`src/rtl/fft16_pkg.sv`:
```
// rtl/fft16_pkg.sv - shared constants and state type for the 16-point radix-4 FFT stages
package fft16_pkg;

  localparam int FFT_N  = 16;
  localparam int RADIX  = 4;
  localparam int GROUPS = 4;
  localparam int IDX_W  = 4;

  typedef enum logic [1:0] {
    LOAD    = 2'd0,
    COMPUTE = 2'd1,
    UNLOAD  = 2'd2
  } state_t;

endpackage

```
`src/rtl/radix4_ibfly.sv`:
```
// rtl/radix4_ibfly.sv - combinational radix-4 inverse butterfly (+j twiddle), sums at WIDTH+2
// STAGE1_IFFT_SCALE_EN selects floor(sum/4) instead of a plain low-WIDTH wrap.
module radix4_ibfly #(
  parameter int WIDTH = 16
) (
  input  logic signed [WIDTH-1:0] xr0,
  input  logic signed [WIDTH-1:0] xi0,
  input  logic signed [WIDTH-1:0] xr1,
  input  logic signed [WIDTH-1:0] xi1,
  input  logic signed [WIDTH-1:0] xr2,
  input  logic signed [WIDTH-1:0] xi2,
  input  logic signed [WIDTH-1:0] xr3,
  input  logic signed [WIDTH-1:0] xi3,
  output logic signed [WIDTH-1:0] yr0,
  output logic signed [WIDTH-1:0] yi0,
  output logic signed [WIDTH-1:0] yr1,
  output logic signed [WIDTH-1:0] yi1,
  output logic signed [WIDTH-1:0] yr2,
  output logic signed [WIDTH-1:0] yi2,
  output logic signed [WIDTH-1:0] yr3,
  output logic signed [WIDTH-1:0] yi3
);

  logic signed [WIDTH+1:0] ar0, ai0, ar1, ai1, ar2, ai2, ar3, ai3;
  logic signed [WIDTH+1:0] sr0, si0, sr1, si1, sr2, si2, sr3, si3;

  function automatic logic signed [WIDTH-1:0] fit(input logic signed [WIDTH+1:0] s);
`ifdef STAGE1_IFFT_SCALE_EN
    return WIDTH'(s >>> 2);
`else
    return WIDTH'(s);
`endif
  endfunction

  always_comb begin
    ar0 = (WIDTH+2)'(xr0);
    ai0 = (WIDTH+2)'(xi0);
    ar1 = (WIDTH+2)'(xr1);
    ai1 = (WIDTH+2)'(xi1);
    ar2 = (WIDTH+2)'(xr2);
    ai2 = (WIDTH+2)'(xi2);
    ar3 = (WIDTH+2)'(xr3);
    ai3 = (WIDTH+2)'(xi3);
    // Four full-scale terms cannot exceed 2^(WIDTH+1), so WIDTH+2 never overflows.
    sr0 = ar0 + ar1 + ar2 + ar3;
    si0 = ai0 + ai1 + ai2 + ai3;
    sr1 = ar0 - ar2 - ai1 + ai3;
    si1 = ai0 - ai2 + ar1 - ar3;
    sr2 = ar0 - ar1 + ar2 - ar3;
    si2 = ai0 - ai1 + ai2 - ai3;
    sr3 = ar0 - ar2 + ai1 - ai3;
    si3 = ai0 - ai2 - ar1 + ar3;
  end

  assign yr0 = fit(sr0);
  assign yi0 = fit(si0);
  assign yr1 = fit(sr1);
  assign yi1 = fit(si1);
  assign yr2 = fit(sr2);
  assign yi2 = fit(si2);
  assign yr3 = fit(sr3);
  assign yi3 = fit(si3);

endmodule

```
`src/rtl/stage1_ibutterfly_seq.sv`:
```
// rtl/stage1_ibutterfly_seq.sv - serial 16-point radix-4 stage-1 inverse butterfly (load, compute, unload)
// Optional STAGE1_IFFT_SCALE_EN enables 1/4 per-stage scaling inside radix4_ibfly.
module stage1_ibutterfly_seq
  import fft16_pkg::*;
#(
  parameter int WIDTH = 16
) (
  input  logic                    clk,
  input  logic                    rst,
  input  logic                    in_valid,
  output logic                    in_ready,
  input  logic signed [WIDTH-1:0] in_re,
  input  logic signed [WIDTH-1:0] in_im,
  output logic                    out_valid,
  input  logic                    out_ready,
  output logic signed [WIDTH-1:0] out_re,
  output logic signed [WIDTH-1:0] out_im,
  output logic [IDX_W-1:0]        out_idx,
  output logic                    out_last,
  output logic                    busy
);

  state_t                  state_q, state_d;
  logic [IDX_W-1:0]        cnt_q, cnt_d;
  logic [1:0]              g_q, g_d;
  logic                    in_ready_q, in_ready_d;
  logic                    out_valid_q, out_valid_d;
  logic signed [WIDTH-1:0] out_re_q, out_re_d;
  logic signed [WIDTH-1:0] out_im_q, out_im_d;
  logic [IDX_W-1:0]        out_idx_q, out_idx_d;
  logic                    out_last_q, out_last_d;
  logic                    busy_q, busy_d;

  logic signed [WIDTH-1:0] xbuf_re_q [FFT_N];
  logic signed [WIDTH-1:0] xbuf_im_q [FFT_N];
  logic signed [WIDTH-1:0] ybuf_re_q [FFT_N];
  logic signed [WIDTH-1:0] ybuf_im_q [FFT_N];

  logic                    x_we, y_we;
  logic [IDX_W-1:0]        nxt_idx;
  logic signed [WIDTH-1:0] bf_yr [RADIX];
  logic signed [WIDTH-1:0] bf_yi [RADIX];

  // Group g reads x[g + 4m]: the buffer index is simply {m, g}.
  radix4_ibfly #(.WIDTH(WIDTH)) u_bfly (
    .xr0(xbuf_re_q[{2'd0, g_q}]), .xi0(xbuf_im_q[{2'd0, g_q}]),
    .xr1(xbuf_re_q[{2'd1, g_q}]), .xi1(xbuf_im_q[{2'd1, g_q}]),
    .xr2(xbuf_re_q[{2'd2, g_q}]), .xi2(xbuf_im_q[{2'd2, g_q}]),
    .xr3(xbuf_re_q[{2'd3, g_q}]), .xi3(xbuf_im_q[{2'd3, g_q}]),
    .yr0(bf_yr[0]), .yi0(bf_yi[0]),
    .yr1(bf_yr[1]), .yi1(bf_yi[1]),
    .yr2(bf_yr[2]), .yi2(bf_yi[2]),
    .yr3(bf_yr[3]), .yi3(bf_yi[3])
  );

  always_comb begin
    state_d     = state_q;
    cnt_d       = cnt_q;
    g_d         = g_q;
    out_valid_d = out_valid_q;
    out_re_d    = out_re_q;
    out_im_d    = out_im_q;
    out_idx_d   = out_idx_q;
    out_last_d  = out_last_q;
    x_we        = 1'b0;
    y_we        = 1'b0;
    nxt_idx     = out_idx_q + 1'b1;
    case (state_q)
      LOAD: begin
        if (in_valid && in_ready_q) begin
          x_we = 1'b1;
          if (cnt_q == IDX_W'(FFT_N - 1)) begin
            cnt_d   = '0;
            state_d = COMPUTE;
          end else begin
            cnt_d = cnt_q + 1'b1;
          end
        end
      end
      COMPUTE: begin
        y_we = 1'b1;
        g_d  = g_q + 1'b1;
        if (g_q == 2'(GROUPS - 1)) state_d = UNLOAD;
      end
      UNLOAD: begin
        // First UNLOAD cycle primes the registered output from ybuf[0].
        if (!out_valid_q) begin
          out_valid_d = 1'b1;
          out_idx_d   = '0;
          out_re_d    = ybuf_re_q[IDX_W'(0)];
          out_im_d    = ybuf_im_q[IDX_W'(0)];
          out_last_d  = 1'b0;
        end else if (out_ready) begin
          if (out_last_q) begin
            state_d     = LOAD;
            out_valid_d = 1'b0;
            out_idx_d   = '0;
            out_last_d  = 1'b0;
          end else begin
            out_idx_d  = nxt_idx;
            out_re_d   = ybuf_re_q[nxt_idx];
            out_im_d   = ybuf_im_q[nxt_idx];
            out_last_d = (nxt_idx == IDX_W'(FFT_N - 1));
          end
        end
      end
      default: state_d = LOAD;
    endcase
    in_ready_d = (state_d == LOAD);
    busy_d     = (state_d != LOAD);
  end

  always_ff @(posedge clk or posedge rst) begin
    if (rst) begin
      state_q     <= LOAD;
      cnt_q       <= '0;
      g_q         <= '0;
      in_ready_q  <= 1'b1;
      out_valid_q <= 1'b0;
      out_re_q    <= '0;
      out_im_q    <= '0;
      out_idx_q   <= '0;
      out_last_q  <= 1'b0;
      busy_q      <= 1'b0;
    end else begin
      state_q     <= state_d;
      cnt_q       <= cnt_d;
      g_q         <= g_d;
      in_ready_q  <= in_ready_d;
      out_valid_q <= out_valid_d;
      out_re_q    <= out_re_d;
      out_im_q    <= out_im_d;
      out_idx_q   <= out_idx_d;
      out_last_q  <= out_last_d;
      busy_q      <= busy_d;
    end
  end

  always_ff @(posedge clk) begin
    if (x_we) begin
      xbuf_re_q[cnt_q] <= in_re;
      xbuf_im_q[cnt_q] <= in_im;
    end
    if (y_we) begin
      for (int k = 0; k < RADIX; k++) begin
        ybuf_re_q[{g_q, 2'(k)}] <= bf_yr[k];
        ybuf_im_q[{g_q, 2'(k)}] <= bf_yi[k];
      end
    end
  end

  assign in_ready  = in_ready_q;
  assign out_valid = out_valid_q;
  assign out_re    = out_re_q;
  assign out_im    = out_im_q;
  assign out_idx   = out_idx_q;
  assign out_last  = out_last_q;
  assign busy      = busy_q;

endmodule

```
`config.mk`:
```
export PLATFORM = sky130hd
export DESIGN_NAME = stage1_ibutterfly_seq
export DESIGN_NICKNAME = d
export VERILOG_FILES = /design/src/rtl/fft16_pkg.sv /design/src/rtl/radix4_ibfly.sv /design/src/rtl/stage1_ibutterfly_seq.sv
export SDC_FILE = /design/constraint.sdc
export NUM_CORES = 2
export LEC_CHECK = 0
export ABC_CLOCK_PERIOD_IN_PS = 6900
export CORE_ASPECT_RATIO = 0.7
export CORE_MARGIN = 2
export CORE_UTILIZATION = 40
export DETAILED_ROUTE_END_ITERATION = 16
export GPL_TIMING_DRIVEN = 0
export PLACE_DENSITY = 0.55
export SYNTH_ARGS = -nofsm -noshare
export SYNTH_HDL_FRONTEND = slang
export SYNTH_SLANG_ARGS = --single-unit
```
`constraint.sdc`:
```
create_clock -name clk -period 6.9 [get_ports clk]
set_input_delay 1.035 -clock clk [delete_from_list [all_inputs] [get_ports clk]]
set_output_delay 1.035 -clock clk [all_outputs]
set_load 0.01 [all_outputs]
```
[Word-level counts from Yosys, hierarchy flattened]
Memory sizes are Yosys's and may differ from the RTL's.
Cells that the tools add are included.
W data, S select, Z words.
Word-level totals
  register bits after elaboration: 48
  memory bits (writable): 1024
  input port bits: 36
  output and inout port bits: 40
  logic and storage cells: 83
  memories kept: 4
Cells by class
  add/subtract/negate cells: 25
  eq/ne operators: 7
  multiplexer cells: 30
  reduce and logical (&&, ||, !) cells: 7
Memories
  xbuf_im_q: depth 16, width 16, rd ports 4, clocked after memory_dff 0, write ports 1, RTL line stage1_ibutterfly_seq.sv:35  | logic signed [WIDTH-1:0] xbuf_im_q [FFT_N];
  xbuf_re_q: depth 16, width 16, rd ports 4, clocked after memory_dff 0, write ports 1, RTL line stage1_ibutterfly_seq.sv:34  | logic signed [WIDTH-1:0] xbuf_re_q [FFT_N];
  ybuf_im_q: depth 16, width 16, rd ports 2, clocked after memory_dff 0, write ports 4, RTL line stage1_ibutterfly_seq.sv:37  | logic signed [WIDTH-1:0] ybuf_im_q [FFT_N];
  ybuf_re_q: depth 16, width 16, rd ports 2, clocked after memory_dff 0, write ports 4, RTL line stage1_ibutterfly_seq.sv:36  | logic signed [WIDTH-1:0] ybuf_re_q [FFT_N];
Operators by type and width (number)
  $add A16 B16 Y16: 12
  $sub A16 B16 Y16: 10
  $mux W16: 6
  $mux W4: 4
  $mux W1: 13
  $mux W2: 6
  $add A4 B1 Y4 const B: 2
  $eq A4 B4 Y1 const B: 2
  $pmux W2 S3: 1
  $eq A2 B2 Y1 const B: 2
  $logic_not A2 Y1: 2
  $ne A2 B2 Y1 const B: 2
  $reduce_and A2 Y1: 2
  $reduce_and A3 Y1: 1
  $add A2 B1 Y2 const B: 1
  $eq A2 B1 Y1 const B: 1
  $reduce_bool A2 Y1: 1
  $logic_and A1 B1 Y1: 1

[Longest topological paths before layout]
  word-level depth: 5
  gate-level depth with buffers: 25
  gate-level depth less buffers: 22

[By module]
From an unflattened synthesis, not the netlist that was laid out.
Unflattened totals
  cells, all modules: 2791
  area, all modules: 50253.2 um^2
By module, submodules not included
  stage1_ibutterfly_seq: times used 1, cells each 1666, area each 40015.9 um^2, sequential area each 31951.9 um^2
  radix4_ibfly: times used 1, cells each 1125, area each 10237.3 um^2, sequential area each 0.0 um^2

[Worst setup path after synthesis]
OpenSTA, ideal clock, no wires.
  kind: flip-flop to flip-flop
  start: register g_q[0]
  end: memory ybuf_im_q[11][14], data pin
  setup time: 272 ps
  arrival: 5995 ps
  required time: 6628 ps
  path slack: 633 ps
  cell stages (with the launch flop): 23
  path buffers: 3
  period minus slack after synthesis: 6267 ps
  path through: dfrtp_1 buf_6 buf_2 buf_1 mux4_2 ha_1 fa_1 nor2b_1 o21ai_0 a21boi_0 o21a_1 nor2_1 o21bai_1 a21oi_1 xnor2_1 fa_1 ha_1 a21o_1 a21oi_1 a21boi_0 o31ai_1 or4b_1 o311ai_0
RTL lines
  from (decl): RTL line stage1_ibutterfly_seq.sv:25  | logic [1:0] g_q, g_d;
  from (signal assigned): RTL line stage1_ibutterfly_seq.sv:128  | g_q <= g_d;
  to (decl): RTL line stage1_ibutterfly_seq.sv:37

==> flow_summary.toml <==
[clock_network]
clock_latency_ns = 0.72
hold_buffers = 0
clock_sinks = 1064
root_buffer = "clkbuf_16"
clk_pin_slew_ns = 0.06
clock_path_buffers = 3
numCtsBuffers = 102
cts_tree = "built"
h-tree-depth = 3

[floorplan]
die_area_sq_um = 128000
die_h_um = 300
io-pin-count = 76
rows = 108
die_x_um = 427
start_util_pct = 40.3
core_area_sq_um = 124000

[placed_design]
dp_slack_ns = -2.07
io_buffers = 75
dpl.hpwl_mm = 104
place_area_sq_um = 53500
gp_congestion = 0.905
placed_cells = 4542

[global_route]
grt_pass1_wl_mm = 199
antenna_found_initial = 3
grt_max_degree = 66
gr-total-overflow = 0
grt_pass1_vias = 26817
track_usage_pct = 22.2

[synthesis]
synth_flop_cell = "edfxtp_1"
synth.cell_area_sq_um = 50000
ys_types = 66
synth_area_per_cell_sq_um = 18.0
syn-num-nets = 3165
ys_ff_latch = 1064
synth-edff-count = 1016
ys_warn_count = 0
syn-instance-count = 2782
synthArstFlopShare_pct = 4.51
seq_area_frac_synth_pct = 63.4

[worst_setup_path]
worstPathMaxFanout = 10
end_kind = "register"
critPathKind = "register to register"
crit-reg2reg-launch = "g_q[1]"
reg2reg_to = "ybuf_re_q[14][15]"
slowest_delay_ns = 0.78
worst_ep_required_time_ns = 7.32
r2r_setup_slack_ns = 0.1
rr_worst_depth = 15
crit_path_start_kind = "register"
cp_cell_sequence = "clkbuf_2 > clkbuf_4 > clkbuf_1 > mux4_2 > fa_1 > fa_1 > ha_1 > and2_1 > a311oi_2 > a211oi_1 > o41ai_1 > a21oi_1 > nor2_1 > a21oi_1 > xnor2_1"
cp.arrival_ns = 7.22
critical_path.top_delay_family = "compound AO/OA/AOI/OAI gates"
slowest_stage = "clkbuf_1"
path_buf_inv = 3

[route]
antenna_left = 0
finalWirelength_mm = 140
post_drt_via_cell_ratio = 5.59
drt_iter0_drc = 2865
route.detailed.drc = 0
detail_route.wl_per_cell_um = 29.4
via_count = 26555
first_pass_iters = 5

[sta]
setup-violations-final = 0
max_slew_margin_pct = 12.1
finalClockSkew_ns = 0.0367
finalHoldViolCount = 0
finalCritPeriodShare_pct = 98.6
final.setup.worst_slack_ns = 0.0969
rsz0062_at_grt = "true"
max_freq_mhz = 147
slew_violations = 0
finalCriticalPeriod_ns = 6.80
tightest_slew_ns = 1.32

[hold_path]
hold_start = "out_re[7]"
whs_endpoint = "out_re[7]"
hold_class = "register to register"
hold_depth = 2

[finish]
area_delta_synth_final_pct = 14.6
layout-drive-gt1-share_pct = 18.9
instances_no_fill = 4752
final_area_sq_um = 57300
final_nets = 3393
layout.cells.most_common = "edfxtp_1"
fin_util_pct = 46.2
final_cell_mix = "edfxtp_1, mux4_2, fa_1, inv_1, ha_1"

[job]
cap_violations = 0

[status]
status = "finished, final reports clean"
## cells by family (layout without fill, tap and decap cells)
logic type	Yosys count	in the layout	synth area share, %
flops	1064	1064	63.4
mux	315	315	13.4
buf+inv	253	570	1.93
other cells	0	3	0
fa+ha+maj	347	347	11.4
compound gates	335	335	4.20
simple gates	319	319	3.11
xor+xnor	149	149	2.61
## how the worst max path moves through the flow
stage | to | depth (start not counted) | slack (ns) | from
after floorplan | ybuf_im_q[11][14] | 22 | 0.63 | g_q[0]
after global placement | ybuf_im_q[11][14] | 22 | -2.92 | g_q[1]
after detailed placement | ybuf_re_q[9][15] | 22 | -2.07 | g_q[0]
after CTS | ybuf_im_q[7][14] | 23 | 0.0008 | g_q[0]
after global routing | ybuf_im_q[15][14] | 23 | -0.03 | g_q[0]
final | ybuf_re_q[14][15] | 15 | 0.1 | g_q[1]
## stage by stage
stage               hold WS, ns  TNS, ns
global route              0.516   -0.173
floorplan                 0.480        0
CTS                       0.485        0
global placement          0.474  -328.52
detailed placement        0.471  -207.11
finish                    0.485        0
## Yosys cell counts (all sizes together), types with 18 or more instances
library cell	n	area share, %
edfxtp	1016	61
a21oi	90	0.90
nand3	18	0.18
xnor2	119	2.1
nand2	91	0.68
dfrtp	47	2.4
xor2	30	0.53
mux4	282	13
nor2b	22	0.28
and2	19	0.24
nor3	22	0.22
o21a	20	0.30
fa	182	7.3
mux2i	33	0.66
inv	177	1.3
clkbuf	40	0.30
nor2	83	0.62
a21o	29	0.44
buf	36	0.30
o21ai	98	0.99
ha	165	4.1
## worst register-to-register path: stages, from the launching register on
cell and delay (ns):
dfrtp_1 0.38, clkbuf_2 0.30, clkbuf_4 0.33, clkbuf_1 0.79, mux4_2 0.50, fa_1 0.61, fa_1 0.44, ha_1 0.35
and2_1 0.19, a311oi_2 0.60, a211oi_1 0.33, o41ai_1 0.62, a21oi_1 0.13, nor2_1 0.20, a21oi_1 0.11, xnor2_1 0.61
## flip-flops by register name, summed over array words and instances, names as in the netlist, 2 cells and up
signal and flops:
cnt_q 4, g_q 2, out_idx 4, out_im 16, out_re 16, state_q 2, xbuf_im_q 256, xbuf_re_q 256
ybuf_im_q 252, ybuf_re_q 252
## metal layers
| metal | vias to the layer above | track usage, % | share of wire (%) |
|---|---|---|---|
| li1 | 11274 | - | - |
| met1 | 14189 | 34.0 | 47 |
| met2 | 939 | 32.0 | 43 |
| met3 | 153 | 5.58 | 7.9 |
| met4 | 0 | 4.69 | 2.1 |
| met5 | - | 0 | 0 |
## cell type report
cell class | instances | area (sq um)
timing repair buffer | 124 | 1470
fill | 10564 | 66700
tap | 1650 | 2060
buffer | 76 | 433
clock buffer | 126 | 2750
clock inverter | 67 | 622
inverter | 177 | 664
antenna | 3 | 7.51
sequential | 1064 | 31700
multi-input combinational | 1465 | 17600
## timing repair
action,4_1_cts,5_1_grt
setup endpoints to repair,244,100
buffers inserted,3,9
resized for setup,79,40
pin swaps,3,6
Power is left out: the tool's default activity adds up to more than one toggle a clock period on the data nets, which glitch-free logic cannot reach.
